==> config.mk <==
export PLATFORM = sky130hd
export DESIGN_NAME = conv_sched
export DESIGN_NICKNAME = d
export VERILOG_FILES = /design/src/rtl/conv_sched.sv
export SDC_FILE = /design/constraint.sdc
export NUM_CORES = 1
export LEC_CHECK = 0
export BUFFER_PORTS_ARGS = -buffer_cell sky130_fd_sc_hd__buf_4
export CORE_MARGIN = 2
export CORE_UTILIZATION = 63
export CTS_BUF_LIST = sky130_fd_sc_hd__clkbuf_8
export CTS_CLUSTER_DIAMETER = 120
export DETAILED_ROUTE_END_ITERATION = 12
export PLACE_DENSITY = 0.87
export REMOVE_ABC_BUFFERS = 1
export SYNTH_ARGS = -nofsm -noshare
export SYNTH_HDL_FRONTEND = slang
export SYNTH_SLANG_ARGS = --single-unit
==> constraint.sdc <==
create_clock -name clk_i -period 5.8 [get_ports clk_i]
set_input_delay 0 -clock clk_i [delete_from_list [all_inputs] [get_ports clk_i]]
set_output_delay 0 -clock clk_i [all_outputs]
set_load 0.005 [all_outputs]
==> src/rtl/conv_sched.sv <==
// Raster window scheduler for the 3x3 conv array: issues patch requests under output-FIFO
// credit, tracks them through the fixed-latency array and tags results. CONV_SCHED_PERF_EN adds stall_cnt_o.
module conv_sched #(
  parameter int IMG_W      = 16,
  parameter int IMG_H      = 16,
  parameter int ARRAY_LAT  = 18,
  parameter int FIFO_DEPTH = 4,
  parameter int COORD_W    = 8
) (
  input  logic               clk_i,
  input  logic               rst_i,
  input  logic               start_i,
  output logic               busy_o,
  output logic               done_o,
  output logic               win_req_o,
  output logic [COORD_W-1:0] win_row_o,
  output logic [COORD_W-1:0] win_col_o,
  input  logic               win_ack_i,
  output logic               res_valid_o,
  output logic [COORD_W-1:0] res_row_o,
  output logic [COORD_W-1:0] res_col_o,
  input  logic               res_pop_i
`ifdef CONV_SCHED_PERF_EN
  ,
  output logic [31:0]        stall_cnt_o
`endif
);
  localparam int CRED_W = $clog2(FIFO_DEPTH + 1);
  localparam logic [COORD_W-1:0] LAST_COL = COORD_W'(IMG_W - 3);
  localparam logic [COORD_W-1:0] LAST_ROW = COORD_W'(IMG_H - 3);
  localparam logic [CRED_W-1:0]  CRED_MAX = CRED_W'(FIFO_DEPTH);

  typedef enum logic [1:0] {S_IDLE, S_RUN, S_DRAIN, S_DONE} state_t;
  state_t state, state_nxt;

  logic [CRED_W-1:0]    credit;
  logic [ARRAY_LAT-1:0] vld_pipe;
  logic                 accept, launch, iss_last, res_last;

  assign win_req_o   = (state == S_RUN) && (credit != '0);
  assign accept      = win_req_o && win_ack_i;
  assign launch      = (state == S_IDLE) && start_i;
  assign iss_last    = (win_row_o == LAST_ROW) && (win_col_o == LAST_COL);
  assign res_last    = res_valid_o && (res_row_o == LAST_ROW) && (res_col_o == LAST_COL);
  assign res_valid_o = vld_pipe[ARRAY_LAT-1];

  always_ff @(posedge clk_i or posedge rst_i)
    if (rst_i) state <= S_IDLE;
    else       state <= state_nxt;

  always_comb begin
    state_nxt = state;
    case (state)
      S_IDLE:  if (start_i) state_nxt = S_RUN;
      S_RUN:   if (accept && iss_last) state_nxt = S_DRAIN;
      S_DRAIN: if (res_last) state_nxt = S_DONE;
      S_DONE:  state_nxt = S_IDLE;
      default: state_nxt = S_IDLE;
    endcase
  end

  always_ff @(posedge clk_i or posedge rst_i)
    if (rst_i) begin
      busy_o <= 1'b0;
      done_o <= 1'b0;
    end else begin
      busy_o <= (state_nxt == S_RUN) || (state_nxt == S_DRAIN);
      done_o <= (state_nxt == S_DONE);
    end

  // Each credit is one free FIFO slot; pops beyond the FIFO depth are spurious and dropped.
  always_ff @(posedge clk_i or posedge rst_i)
    if (rst_i)                                            credit <= CRED_MAX;
    else if (launch)                                      credit <= CRED_MAX;
    else if (accept && !res_pop_i)                        credit <= credit - 1'b1;
    else if (!accept && res_pop_i && credit != CRED_MAX)  credit <= credit + 1'b1;

  // Issue coordinate parks on the last window once it has been accepted.
  always_ff @(posedge clk_i or posedge rst_i)
    if (rst_i) begin
      win_row_o <= '0;
      win_col_o <= '0;
    end else if (launch) begin
      win_row_o <= '0;
      win_col_o <= '0;
    end else if (accept && !iss_last) begin
      if (win_col_o == LAST_COL) begin
        win_col_o <= '0;
        win_row_o <= win_row_o + 1'b1;
      end else begin
        win_col_o <= win_col_o + 1'b1;
      end
    end

  // The array cannot stall, so a plain shift register mirrors its occupancy.
  always_ff @(posedge clk_i or posedge rst_i)
    if (rst_i) vld_pipe <= '0;
    else       vld_pipe <= ARRAY_LAT'({vld_pipe, accept});

  always_ff @(posedge clk_i or posedge rst_i)
    if (rst_i) begin
      res_row_o <= '0;
      res_col_o <= '0;
    end else if (launch || res_last) begin
      res_row_o <= '0;
      res_col_o <= '0;
    end else if (res_valid_o) begin
      if (res_col_o == LAST_COL) begin
        res_col_o <= '0;
        res_row_o <= res_row_o + 1'b1;
      end else begin
        res_col_o <= res_col_o + 1'b1;
      end
    end

`ifdef CONV_SCHED_PERF_EN
  always_ff @(posedge clk_i or posedge rst_i)
    if (rst_i)       stall_cnt_o <= '0;
    else if (launch) stall_cnt_o <= '0;
    else if (state == S_RUN && !accept && stall_cnt_o != '1)
      stall_cnt_o <= stall_cnt_o + 1'b1;
`endif

endmodule
==> results.txt <==
Cell internal pwr -> 0.870 mW
Tcrit/Tclk final -> 0.446
Largest net degree at the start of global routing -> 58
Fin nets -> 311
Worst EP arrival -> 2.84 ns
Synth Flop Type -> dfrtp_1
Starting Density -> 0.648
Vias in the first global route -> 1985
All-Layer GR Usage -> 0.264
Worst setup EP type -> register
Clock Tree Root -> clkbuf_8
I/O pins -> 41
Net Sw Power -> 0.423 mW
Remaining DRCs -> 0
CTS sink cnt -> 57
Unrepaired setup endpoints after global routing -> false
Clk slew on worst S/H paths -> 0.07 ns
Worst slew pin tran -> 0.851 ns
Dpl hpwl -> 3920 um
Hold slack -> 0.0440 ns
Combinational power share -> 0.265
TritonCTS Buffers -> 9
Std cell rows -> 24
Post-route ant nets -> 0
Sequential Power Share -> 0.452
Die Y -> 70.5 um
Sw Share -> 0.327
Power share of the clock group -> 0.283
Synth warn -> 0
First-pass GRT wire length -> 10100 um
Core area -> 4290 um^2
Vias per cell -> 5.88
Synthesized flop and latch total -> 57
Wire length per cell -> 16.7 um
DIE WIDTH -> 70.5 um
Area Overhead vs Synth -> 20.8%
Post-Syn Instances -> 245
Antenna violations before repair -> 0
Critical path class -> reg2reg
# port buffers -> 40
Die ar. -> 4970 um^2
Post-synth EDFFs -> 0
Critical Path End -> credit[2]$_DFFE_PP1P_
Final wirelength -> 5880 um
FF-to-FF Start -> credit[1]$_DFFE_PP0P_
Gr ovfl total -> 0
ANT cells -> 0
Setup crit start -> credit[1]$_DFFE_PP0P_
CTS tree -> done
Min Tclk post-route -> 2.58 ns
Max Cap Violations -> 0
Mapped Area -> 2780 um^2
Async SR Flop Fraction -> 1.00
FF-to-FF End -> credit[2]$_DFFE_PP1P_
Final hold viol count -> 0
Final Wtd Congestion -> 0.802
Reg2Reg Setup Slack -> 3.22 ns
Slew Viols, Final -> 0
Critical Path Source Type -> register
Placed cell count -> 335
Clock buffer depth -> 2
Detailed Routing Iterations Pass 1 -> 4
Status -> complete, no violations
Clk_skew -> 0.0124 ns
Clock Latency Late Sink -> 0.33 ns
Unique masters post-synth -> 56
Worst-path maximum fanout -> 19
Leakage power -> 1.56 nW
Worst r2r path cells -> 7
Sequential area share after synthesis -> 0.513
Relative slew slack -> 0.428
Setup TNS -> 0 ns
DR iter-0 viols -> 138
HP Class -> in2reg
Mean Syn Cell Area -> 11.4 um^2
FMAX -> 387 MHz
Setup-failing EPs final -> 0
Power per cell area -> 385 nW/um^2
H-tree Lvls -> 3
Max VDD drop -> 0.293 mV
Finished Layout Cells -> 352
CP required -> 6.05 ns
Post_cts resized -> 0
Share of cells above drive strength 1 -> 0.293
Routed via count -> 2070
## cells in the final DEF (no fill, tap or decap), types with 2 or more instances in the layout
cell type	synthesis	routed
a211oi_1	2	2
a21oi_1	9	9
a22o_1	2	2
and2_1	4	4
and3_1	3	3
buf_4	0	43
clkbuf_8	0	11
clkinv_2	0	2
dfrtp_1	56	56
dlygate4sd3_1	0	2
ha_1	9	9
inv_1	11	11
mux2i_1	2	2
nand2_1	14	14
nand3_1	9	9
nand4_1	4	4
nand4b_1	2	2
nor2_1	30	30
nor3_1	5	5
nor4_2	5	5
nor4b_4	2	2
o211ai_2	2	2
o21ai_0	6	6
o21ai_1	2	2
o2bb2ai_1	3	3
o31ai_1	3	3
or3_1	3	3
or3_4	3	3
or4b_4	2	2
xnor2_1	10	10
xor2_1	11	11
## cell type report
cell class                 instances  area (um^2)
timing repair buffer              45          343
fill                             265          932
sequential                        57         1430
multi-input combinational        171         1280
clock buffer                      11          151
clock inverter                     4         43.8
inverter                          12         47.5
tap                               52         65.1
## sequential cells by signal, indices dropped and copies added, names as in the netlist
register / cells
credit: 3
res_row_o: 8
done_o: 1
state: 2
busy_o: 1
res_col_o: 8
vld_pipe: 18
win_row_o: 8
win_col_o: 8
## synth_stat cells, drive strengths merged (2+ instances only)
| master | count | area [um^2] |
|---|---|---|
| dfrtp | 56 | 1400 |
| nor2 | 31 | 124 |
| nand2 | 15 | 58.8 |
| inv | 12 | 47.6 |
| xor2 | 11 | 96.3 |
| a21oi | 10 | 53.8 |
| nand3 | 10 | 62.6 |
| xnor2 | 10 | 87.6 |
| ha | 9 | 113 |
| o21ai | 9 | 48.8 |
| nor3 | 7 | 51.3 |
| or3 | 6 | 52.6 |
| and2 | 5 | 33.8 |
| buf | 5 | 30.0 |
| nor4 | 5 | 62.6 |
| nand4 | 4 | 25.0 |
| o31ai | 4 | 35.0 |
| a211oi | 3 | 27.5 |
| and3 | 3 | 18.8 |
| nand4b | 3 | 41.3 |
| nor4b | 3 | 62.6 |
| o2bb2ai | 3 | 26.3 |
| a22o | 2 | 17.5 |
| mux2i | 2 | 20.0 |
| o211ai | 2 | 25.0 |
| or4b | 2 | 27.5 |
## worst max-delay path, stage by stage (launching register included)
cell and delay [ns]:
dfrtp_1 0.44, or3_4 0.41, nand3_4 0.25, nor2_1 0.13, fa_1 0.43, or3_1 0.41
o311a_1 0.13, or3_1 0.30
## worst min path at each step
stage	startpoint	to	slack [ns]	cells after the start
after floorplan	res_pop_i	credit[1]$_DFFE_PP0P_	0.17	2
after detailed placement	rst_i	vld_pipe[5]$_DFF_PP0_	0.24	3
after global routing	start_i	state[0]$_DFF_PP0_	0.1	3
final	start_i	state[0]$_DFF_PP0_	0.04	3
after CTS	start_i	state[0]$_DFF_PP0_	0.04	3
after global placement	rst_i	vld_pipe[6]$_DFF_PP0_	0.23	3
## repair_timing
action	4_1_cts	5_1_grt
setup buffers	0	0
endpoints found under the hold margin	57	0
hold buffers	2	0
## power groups by stage
stage	registers [mW]	logic, mW	clock network (mW)
after floorplan	0.569	0.213	0
after global placement	0.582	0.319	0
after global routing	0.601	0.378	0.389
after detailed placement	0.590	0.342	0
final	0.585	0.343	0.366
after CTS	0.586	0.346	0.374
## logic make-up (layout without fill, tap and decap cells)
kind of cell | Yosys count | after routing | share of synthesized area
flops | 57 | 57 | 0.513
mux | 2 | 2 | 0.00719
xor+xnor | 21 | 21 | 0.0661
simple gates | 99 | 99 | 0.237
buf+inv | 17 | 72 | 0.0279
compound gates | 39 | 39 | 0.101
fa+ha+maj | 10 | 10 | 0.0476
## metrics by stage
stage                util  instance area (um^2)  setup slack (ns)  power [mW]
global route        0.783                  3360              3.12        1.37
detailed placement  0.733                  3150              3.22       0.932
floorplan               -                  2750              3.30       0.783
finish              0.783                  3360              3.22        1.29
global placement    0.733                  3150              3.34       0.902
CTS                 0.783                  3360              3.21        1.31
## per-layer routing
layer | routed length, um | vias to the layer above | GRT usage
met3 | 271 | 12 | 0.0664
met4 | 128 | 0 | 0.0962
met2 | 3040 | 57 | 0.427
met5 | 0 | - | 0
li1 | - | 967 | -
met1 | 2440 | 1034 | 0.346
Note: power is estimated with default switching activity, not from simulation.
